`src/rtl/cache_pkg.sv`:
```
// Shared types and constants for the 2-way set-associative cache controller.
package cache_pkg;

    localparam int WORD_W = 32;

    typedef enum logic [1:0] {
        IDLE,
        REFILL,
        WRITE
    } state_t;

endpackage

```
`src/rtl/cache_way.sv`:
```
// One way of the cache: per-set valid bit, tag and line, with asynchronous read
// and synchronous whole-line (refill) or single-word (write hit) update.
module cache_way
    import cache_pkg::*;
#(
    parameter int SETS       = 16,
    parameter int LINE_WORDS = 4,
    parameter int TAG_W      = 4,
    localparam int IDX_W     = $clog2(SETS),
    localparam int OFF_W     = $clog2(LINE_WORDS)
) (
    input  logic                         clk,
    input  logic                         rst,
    input  logic [IDX_W-1:0]             idx,
    input  logic [OFF_W-1:0]             off,
    input  logic                         line_we,
    input  logic [TAG_W-1:0]             line_tag,
    input  logic [WORD_W*LINE_WORDS-1:0] line_data,
    input  logic                         word_we,
    input  logic [WORD_W-1:0]            word_data,
    output logic                         valid,
    output logic [TAG_W-1:0]             tag,
    output logic [WORD_W-1:0]            word
);

    logic [SETS-1:0]   valid_q;
    logic [TAG_W-1:0]  tag_q  [SETS];
    logic [WORD_W-1:0] data_q [SETS][LINE_WORDS];

    // NOTE: sequential state uses non-blocking assignments so every flop samples pre-edge values.
    always_ff @(posedge clk or negedge rst) begin
        if (!rst) valid_q <= '0;
        else if (line_we) valid_q[idx] <= 1'b1;
    end

    // NOTE: tag and data arrays have no reset; the valid bits alone decide whether they mean anything.
    always_ff @(posedge clk) begin
        if (line_we) begin
            tag_q[idx] <= line_tag;
            for (int w = 0; w < LINE_WORDS; w++) begin
                data_q[idx][w] <= line_data[w*WORD_W +: WORD_W];
            end
        end else if (word_we) begin
            data_q[idx][off] <= word_data;
        end
    end

    assign valid = valid_q[idx];
    assign tag   = tag_q[idx];
    assign word  = data_q[idx][off];

endmodule

```
`src/rtl/cache_2way_ctrl.sv`:
```
// 2-way set-associative, write-through/no-allocate cache controller with per-set LRU.
// Optional feature macro CACHE_STATS_EN adds saturating hit_cnt/miss_cnt outputs.
module cache_2way_ctrl
    import cache_pkg::*;
#(
    parameter int ADDR_W     = 10,
    parameter int SETS       = 16,
    parameter int LINE_WORDS = 4
) (
    input  logic                         clk,
    input  logic                         rst,
    input  logic                         cpu_rd,
    input  logic                         cpu_wr,
    input  logic [ADDR_W-1:0]            cpu_addr,
    input  logic [WORD_W-1:0]            cpu_wdata,
    output logic [WORD_W-1:0]            cpu_rdata,
    output logic                         stall,
    output logic                         mem_rd_req,
    output logic                         mem_wr_req,
    output logic [ADDR_W-1:0]            mem_addr,
    output logic [WORD_W-1:0]            mem_wdata,
    input  logic [WORD_W*LINE_WORDS-1:0] mem_rdata,
    input  logic                         mem_ready
`ifdef CACHE_STATS_EN
    ,
    output logic [31:0]                  hit_cnt,
    output logic [31:0]                  miss_cnt
`endif
);

    localparam int OFF_W = $clog2(LINE_WORDS);
    localparam int IDX_W = $clog2(SETS);
    localparam int TAG_W = ADDR_W - IDX_W - OFF_W;

    logic [TAG_W-1:0]  tag;
    logic [IDX_W-1:0]  idx;
    logic [OFF_W-1:0]  off;
    logic              valid0, valid1, hit0, hit1, hit, victim;
    logic [TAG_W-1:0]  tag0, tag1;
    logic [WORD_W-1:0] word0, word1;
    logic              line_we0, line_we1, word_we0, word_we1;
    logic              lru_we, lru_val;
    logic [SETS-1:0]   lru;
    logic              wr_done;
    state_t            state, state_nxt;

    assign {tag, idx, off} = cpu_addr;

    cache_way #(.SETS(SETS), .LINE_WORDS(LINE_WORDS), .TAG_W(TAG_W)) u_way0 (
        .clk(clk), .rst(rst), .idx(idx), .off(off),
        .line_we(line_we0), .line_tag(tag), .line_data(mem_rdata),
        .word_we(word_we0), .word_data(cpu_wdata),
        .valid(valid0), .tag(tag0), .word(word0)
    );

    cache_way #(.SETS(SETS), .LINE_WORDS(LINE_WORDS), .TAG_W(TAG_W)) u_way1 (
        .clk(clk), .rst(rst), .idx(idx), .off(off),
        .line_we(line_we1), .line_tag(tag), .line_data(mem_rdata),
        .word_we(word_we1), .word_data(cpu_wdata),
        .valid(valid1), .tag(tag1), .word(word1)
    );

    assign hit0   = valid0 && (tag0 == tag);
    assign hit1   = valid1 && (tag1 == tag) && !hit0;
    assign hit    = hit0 || hit1;
    assign victim = !valid0 ? 1'b0 : (!valid1 ? 1'b1 : lru[idx]);

    always_comb begin
        cpu_rdata = hit0 ? word0 : (hit1 ? word1 : '0);
    end

    // NOTE: every output of this block gets a default first, so no path can infer a latch.
    always_comb begin
        state_nxt  = state;
        stall      = 1'b0;
        mem_rd_req = 1'b0;
        mem_wr_req = 1'b0;
        mem_addr   = '0;
        mem_wdata  = '0;
        line_we0   = 1'b0;
        line_we1   = 1'b0;
        word_we0   = 1'b0;
        word_we1   = 1'b0;
        lru_we     = 1'b0;
        lru_val    = 1'b0;
        case (state)
            IDLE: begin
                // The cycle after a write completes releases the CPU's still-held request.
                if (!wr_done) begin
                    if (cpu_wr) begin
                        stall     = 1'b1;
                        state_nxt = WRITE;
                        word_we0  = hit0;
                        word_we1  = hit1;
                        lru_we    = hit;
                        lru_val   = hit0;
                    end else if (cpu_rd) begin
                        if (hit) begin
                            lru_we  = 1'b1;
                            lru_val = hit0;
                        end else begin
                            stall     = 1'b1;
                            state_nxt = REFILL;
                        end
                    end
                end
            end
            REFILL: begin
                stall      = 1'b1;
                mem_rd_req = 1'b1;
                mem_addr   = {tag, idx, {OFF_W{1'b0}}};
                if (mem_ready) begin
                    line_we0  = !victim;
                    line_we1  = victim;
                    lru_we    = 1'b1;
                    lru_val   = !victim;
                    state_nxt = IDLE;
                end
            end
            WRITE: begin
                stall      = 1'b1;
                mem_wr_req = 1'b1;
                mem_addr   = cpu_addr;
                mem_wdata  = cpu_wdata;
                if (mem_ready) state_nxt = IDLE;
            end
            default: state_nxt = IDLE;
        endcase
    end

    always_ff @(posedge clk or negedge rst) begin
        if (!rst) begin
            state   <= IDLE;
            lru     <= '0;
            wr_done <= 1'b0;
        end else begin
            state   <= state_nxt;
            wr_done <= (state == WRITE) && mem_ready;
            if (lru_we) lru[idx] <= lru_val;
        end
    end

`ifdef CACHE_STATS_EN
    // The hit right after a refill belongs to the request already counted as a miss.
    logic rf_done;

    always_ff @(posedge clk or negedge rst) begin
        if (!rst) begin
            hit_cnt  <= '0;
            miss_cnt <= '0;
            rf_done  <= 1'b0;
        end else begin
            rf_done <= (state == REFILL) && mem_ready;
            if (state == IDLE && !wr_done && !cpu_wr && cpu_rd) begin
                if (hit) begin
                    if (!rf_done && hit_cnt != '1) hit_cnt <= hit_cnt + 32'd1;
                end else if (miss_cnt != '1) begin
                    miss_cnt <= miss_cnt + 32'd1;
                end
            end
        end
    end
`endif

endmodule

```
`config.mk`:
```
export PLATFORM = sky130hd
export DESIGN_NAME = cache_2way_ctrl
export DESIGN_NICKNAME = d
export VERILOG_FILES = /design/src/rtl/cache_pkg.sv /design/src/rtl/cache_way.sv /design/src/rtl/cache_2way_ctrl.sv
export SDC_FILE = /design/constraint.sdc
export NUM_CORES = 2
export LEC_CHECK = 0
export CORE_MARGIN = 3
export CORE_UTILIZATION = 31
export CTS_BUF_LIST = sky130_fd_sc_hd__clkbuf_4 sky130_fd_sc_hd__clkbuf_8
export CTS_CLUSTER_SIZE = 40
export DETAILED_ROUTE_END_ITERATION = 16
export GPL_ROUTABILITY_DRIVEN = 0
export PLACE_DENSITY = 0.46
export SKIP_CTS_REPAIR_TIMING = 1
export SLEW_MARGIN = 40
export SYNTH_ARGS = -nofsm -noshare
export SYNTH_HDL_FRONTEND = slang
export SYNTH_MEMORY_MAX_BITS = 65536
export SYNTH_SLANG_ARGS = --single-unit
export TNS_END_PERCENT = 5
```
`constraint.sdc`:
```
create_clock -name clk -period 9.8 [get_ports clk]
set_input_delay 1.96 -clock clk [delete_from_list [all_inputs] [get_ports clk]]
set_output_delay 1.96 -clock clk [all_outputs]
set_load 0.1 [all_outputs]
```
# Word level (Yosys, flattened, before mapping)
# Memory sizes are Yosys's and may differ from the RTL's.
# Cells that the tools add are included.
# totals
register_bits	51
ram_bits	4224
wordCells	615
n_memories	4
# memory_table
name	depth	word_bits	read_ports	rd_ports_with_merged_regs	write_ports	line	rtl
u_way0.data_q	16	128	1	0	1	cache_way.sv:28	logic [WORD_W-1:0] data_q [SETS][LINE_WORDS];
u_way1.data_q	16	128	1	0	1	cache_way.sv:28	
u_way0.tag_q	16	4	1	0	1	cache_way.sv:27	logic [TAG_W-1:0] tag_q [SETS];
u_way1.tag_q	16	4	1	0	1	cache_way.sv:27	
# op_classes
magnitude_cmp	4
n_eq_ne	8
n_mux	323
n_bitwise	259
n_reduce_logical	12
# op_table
operator	count
1-bit 2-to-1 mux	295
128-bit 2-to-1 mux	2
32-bit 2-to-1 mux	8
1-bit OR	256
32-bit binary-select mux with 2-bit select	2
32-bit demux with 2-bit select	1
16-bit OR	2
10-bit case mux with 2 select lines	1
16-bit bitwise mux	1
1-bit binary-select mux with 4-bit select	3
2-bit 2-to-1 mux	5
4-bit == test	2
1-bit logical AND	6
3-bit != test, second input constant	2
1-bit case mux with 2 select lines	3
4-bit by 5-bit < comparator with 1-bit output, second input constant	1
1-bit demux with 4-bit select	1
4-bit by 1-bit >= comparator with 1-bit output, second input constant	1
2-bit case mux with 2 select lines	1
4-bit AND reduction	1
3-bit >= comparator, second input constant	1
3-bit by 1-bit < comparator with 1-bit output, second input constant	1
2-bit NOT with 3-bit output	1
2-bit by 1-bit == test with 1-bit output, second input constant	1
other kinds (7)	8

# Depth between registers and ports, before layout
# depth
word_depth	12
ltp_mapped	14

# By module
# A second synthesis with hierarchy kept.
# unflattened
cells_unflattened	7327
area_unflattened_um2	165466.2
# by_module_without_submodules
module	instances	cells_each	area_each_um2	seq_area_each_um2
cache_way	2	3557	81734.6	63821.2
cache_2way_ctrl	1	213	1996.9	475.5

# Worst setup path after synthesis
# No wires, ideal clock.
# synth_path
path_kind	in2out
startpoint	in cpu_addr[2]
endpoint	out stall
arrival_time_ns	6.050
t_required_ns	7.840
slack_ns	1.790
path_stages	9
path_buffers	3
path_cell_list	buf_6 > buf_6 > buf_6 > mux4_2 > a221oi_1 > and4b_1 > o2111ai_1 > a21bo_2 > a211oi_1
# synth_via
elab_chain_cells	11
elab_cells_between_ends	18
classes_between	eq/ne (2); mux (9); reduce/logical (5); memory (2)
# synth_rtl
item	line	rtl
start, declared	cache_2way_ctrl.sv:14	input logic [ADDR_W-1:0] cpu_addr,
memory 16 x 4 bit / 1-bit binary-select mux with 4-bit select (equally long branches)	--	
4-bit == test / 1-bit 2-to-1 mux (equally long branches)	cache_2way_ctrl.sv:63, cache_way.sv:48	
1-bit logical AND	cache_2way_ctrl.sv:63	assign hit0 = valid0 && (tag0 == tag);
1-bit zero test	cache_2way_ctrl.sv:64	assign hit1 = valid1 && (tag1 == tag) && !hit0;
1-bit logical AND	cache_2way_ctrl.sv:64	
1-bit logical OR (*)	cache_2way_ctrl.sv:65	assign hit = hit0 || hit1;
1-bit 2-to-1 mux (*)	cache_2way_ctrl.sv:98	if (hit) begin
1-bit 2-to-1 mux (*)	cache_2way_ctrl.sv:97	end else if (cpu_rd) begin
1-bit 2-to-1 mux (*)	cache_2way_ctrl.sv:90	if (cpu_wr) begin
1-bit 2-to-1 mux (*)	cache_2way_ctrl.sv:89	if (!wr_done) begin
1-bit case mux with 2 select lines (*)	cache_2way_ctrl.sv:86	case (state)
end, declared	cache_2way_ctrl.sv:17	output logic stall,
# Every way passes the cells marked *; elsewhere a longest branch is shown, timed or not. The select of a mux whose other input is x is not followed.

# Worst setup path after layout
# layout_path
startpoint	in cpu_addr[2]
endpoint	out cpu_rdata[26]
# layout_via
elab_chain_cells	7
elab_cells_between_ends	22
classes_between	eq/ne (2); mux (12); reduce/logical (4); memory (4)
# layout_rtl
item	line	rtl
memory 16 x 4 bit / 1-bit binary-select mux with 4-bit select (equally long branches)	--	
4-bit == test / 1-bit 2-to-1 mux (equally long branches)	cache_2way_ctrl.sv:63, cache_way.sv:48	
1-bit logical AND	cache_2way_ctrl.sv:63	
1-bit zero test	cache_2way_ctrl.sv:64	
1-bit logical AND	cache_2way_ctrl.sv:64	
32-bit 2-to-1 mux	cache_2way_ctrl.sv:69	cpu_rdata = hit0 ? word0 : (hit1 ? word1 : '0);
32-bit 2-to-1 mux (*)	cache_2way_ctrl.sv:69	
end, declared	cache_2way_ctrl.sv:16	output logic [WORD_W-1:0] cpu_rdata,
# Marks and branches as above.

==> summary.md <==
| Metric | Value |
|---|---|
| Worst path slowest cell | `mux4_2` |
| Fin. max-slew vios | `0` |
| H-Tree Depth | `6` |
| Die X | `740.5 um` |
| Initial Util | `0.3113` |
| CTS tree | `done` |
| Pwr dens | `199.8 nW/um^2` |
| Ys async rst share | `0.01193` |
| Full die area | `548300 um^2` |
| Failing checks | `antenna rules` |
| Clock sinks | `4275` |
| Crit path DAT | `6550 ps` |
| Lkg Pwr | `60.02 nW` |
| RSZ-0062 raised after global routing | `false` |
| Layout area overhead | `16.71%` |
| Reg2reg end | `u_way0.data_q[9][50]$_DFFE_PP_` |
| Mapped Nets | `7012` |
| Vias in the first global route | `84150` |
| Hold Crit Class | `flop to flop` |
| Share of layout cells above drive strength 1 | `0.4018` |
| Post-synth top area share | `0.7585` |
| Final setup fails | `0` |
| Total gr overflow | `0` |
| CP max FO | `55` |
| Least-Margin Pin Slew | `1109 ps` |
| Fillers | `49220` |
| PortBufs | `251` |
| Synth Cell Area | `167200 um^2` |
| 1st-iter DRT viols | `9601` |
| Setup TNS | `0 ps` |
| Crit Reg-Reg Startpoint | `u_way1.valid_q[15]$_DFFE_PN0N_` |
| Dominant synthesized flop cell | `edfxtp_1` |
| Root Buffer | `clkbuf_8` |
| Area leader, netlist | `edfxtp_1` |
| Post-Syn Area per Cell | `24.47 um^2` |
| Die Y-Extent | `740.5 um` |
| Crit end category | `output port` |
| First-pass GRT wire length | `757700 um` |
| Via density per instance | `5.293` |
| Yosys warns | `0` |
| Top-count cell post-synth | `edfxtp_1` |
| Largest stage delay on the critical path | `710 ps` |
| DR WL/cell | `36.39 um` |
| Seq/Total Area, Yosys | `0.7661` |
| Hold Path Origin | `u_way1.valid_q[0]$_DFFE_PN0N_` |
| Max transition margin | `0.2583` |
| Maxcap violations | `0` |
| Clk_lat worst skew | `1290 ps` |
| Peak VDD IR | `241.1 uV` |
| DR vias | `82550` |
| Post-synthesis cell count | `6833` |
| TritonRoute pass-1 iters | `6` |
| Post-Route WL | `567500 um` |
| Crit-path cells | `buf_16 -> buf_16 -> buf_4 -> buf_12 -> buf_16 -> mux4_2 -> mux4_2 -> mux4_2 -> a22o_1 -> buf_12` |
| Min Tclk post-route | `8509 ps` |
| Yosys cell types | `55` |
| Final period util | `0.8682` |
| Worst Hold Path EP | `u_way1.valid_q[0]$_DFFE_PN0N_` |
| Final Hold Fails | `0` |
| Core area | `537200 um^2` |
| Ports | `252` |
| CP delay by family, top | `buffers and inverters` |
| Post-synth EDFFs | `4224` |
| Row cnt | `269` |
| Hold Path Stages | `1` |
| Area contributors post-synth | `edfxtp_1, mux4_2, mux2_2` |
| Tot GR Track Use | `0.2033` |
| Critical path type | `input pin to output port` |
| Final Core Density | `0.3633` |
| Clk slew on worst S/H paths | `60 ps` |
| CTS max path bufs | `4` |
| Setup slack, reg-to-reg | `4640 ps` |
| Initial antenna violation count | `101` |
| Commonest cells in the netlist | `edfxtp_1, mux4_2, mux2_2` |
| Status | `complete, but fails checks` |
| Worst Path Buf+Inv | `6` |
| Final Skew | `107.6 ps` |
| Largest net degree at the start of global routing | `128` |
| Crit path required time | `7840 ps` |
| Post-DRT Antenna Nets | `3` |
| CTS buffer count | `698` |
| DP Wirelength | `354500 um` |
| Final net count | `7906` |
| CP Launch Type | `input pin` |
| Seq cells post-synth | `4275` |
| Fmax | `117.5 MHz` |
| Reg2Reg Depth | `12` |
| Post-route DRC | `0` |
## power breakdown
part | switching (W) | internal [W] | leakage (nW)
sequential | 0.0000438 | 0.0202 | 38.7
clock | 0.00727 | 0.00813 | 7.14
combinational | 0.00232 | 0.00100 | 14.2
## logic make-up after synthesis
| kind of cell | synth area share |
|---|---|
| compound gates | 0.006569 |
| simple gates | 0.009644 |
| xor+xnor | 0.0001572 |
| mux | 0.2054 |
| flops | 0.7661 |
| buf+inv | 0.01181 |
| fa+ha+maj | 0.0002993 |
## metal layers
metal,track usage,wire (um)
met1,0.2686,224700
met2,0.3292,275600
met3,0.04162,43660
met4,0.08301,23380
met5,0,93
## per-stage QoR
| stage | power [W] | cells | instance area (um^2) | setup WS, ps | hold WS (ps) |
|---|---|---|---|---|---|
| global route | 0.04030 | 15520 | 195000 | 1043 | 480.9 |
| CTS | 0.03940 | 15440 | 194600 | 1323 | 468.7 |
| floorplan | 0.02250 | 6833 | 167200 | 1790 | 433.7 |
| global placement | 0.02398 | 14180 | 180600 | 1076 | 444.5 |
| detailed placement | 0.02402 | 14200 | 181100 | 1333 | 453.0 |
| finish | 0.03900 | 15600 | 195200 | 1291 | 466.2 |
## worst max path at each step
| stage | slack (ps) | to | from | cells past startpoint |
|---|---|---|---|---|
| after floorplan | 1790 | stall | cpu_addr[2] | 9 |
| after global placement | 1080 | cpu_rdata[11] | cpu_addr[2] | 11 |
| after detailed placement | 1330 | cpu_rdata[26] | cpu_addr[2] | 9 |
| after CTS | 1320 | cpu_rdata[26] | cpu_addr[2] | 9 |
| after global routing | 1040 | cpu_rdata[26] | cpu_addr[2] | 10 |
| final | 1290 | cpu_rdata[26] | cpu_addr[2] | 10 |
## cells in the final DEF (no fill, tap or decap), types with 13 or more instances in the layout
master / n
a221oi_1: 18
a22o_1: 36
and2_1: 45
buf_12: 69
buf_16: 22
buf_2: 72
buf_4: 262
bufinv_16: 16
clkbuf_4: 237
clkbuf_8: 717
clkdlybuf4s50_1: 139
clkinv_1: 166
clkinv_2: 52
clkinvlp_4: 15
dfrtp_1: 51
diode_2: 149
edfxtp_1: 4224
inv_1: 21
inv_6: 16
mux2_1: 37
mux2_2: 228
mux2i_1: 35
mux4_2: 1377
nand2_1: 19
nor2_1: 54
nor2_4: 101
nor3_1: 13
nor3_2: 14
o21a_2: 24
or2_2: 32
## state kept, by name, indices dropped and copies added, names as in the netlist
name and cells:
wr_done 1, u_way0.valid_q 16, state 2, u_way0.data_q 2048, u_way1.valid_q 16, u_way1.data_q 2048, u_way0.tag_q 64, lru 16
u_way1.tag_q 64
## cell type report
cell class	count	area, um^2	share of cell area
sequential	4275	128100	0.6565
multi-input combinational	2148	38140	0.1954
clock buffer	954	11650	0.05968
tap	7181	8985	0.04604
timing repair buffer	582	5939	0.03043
clock inverter	284	1881	0.009636
antenna	149	372.9	0.001910
inverter	22	82.58	0.0004231
Power figures use the tool's default switching activity.
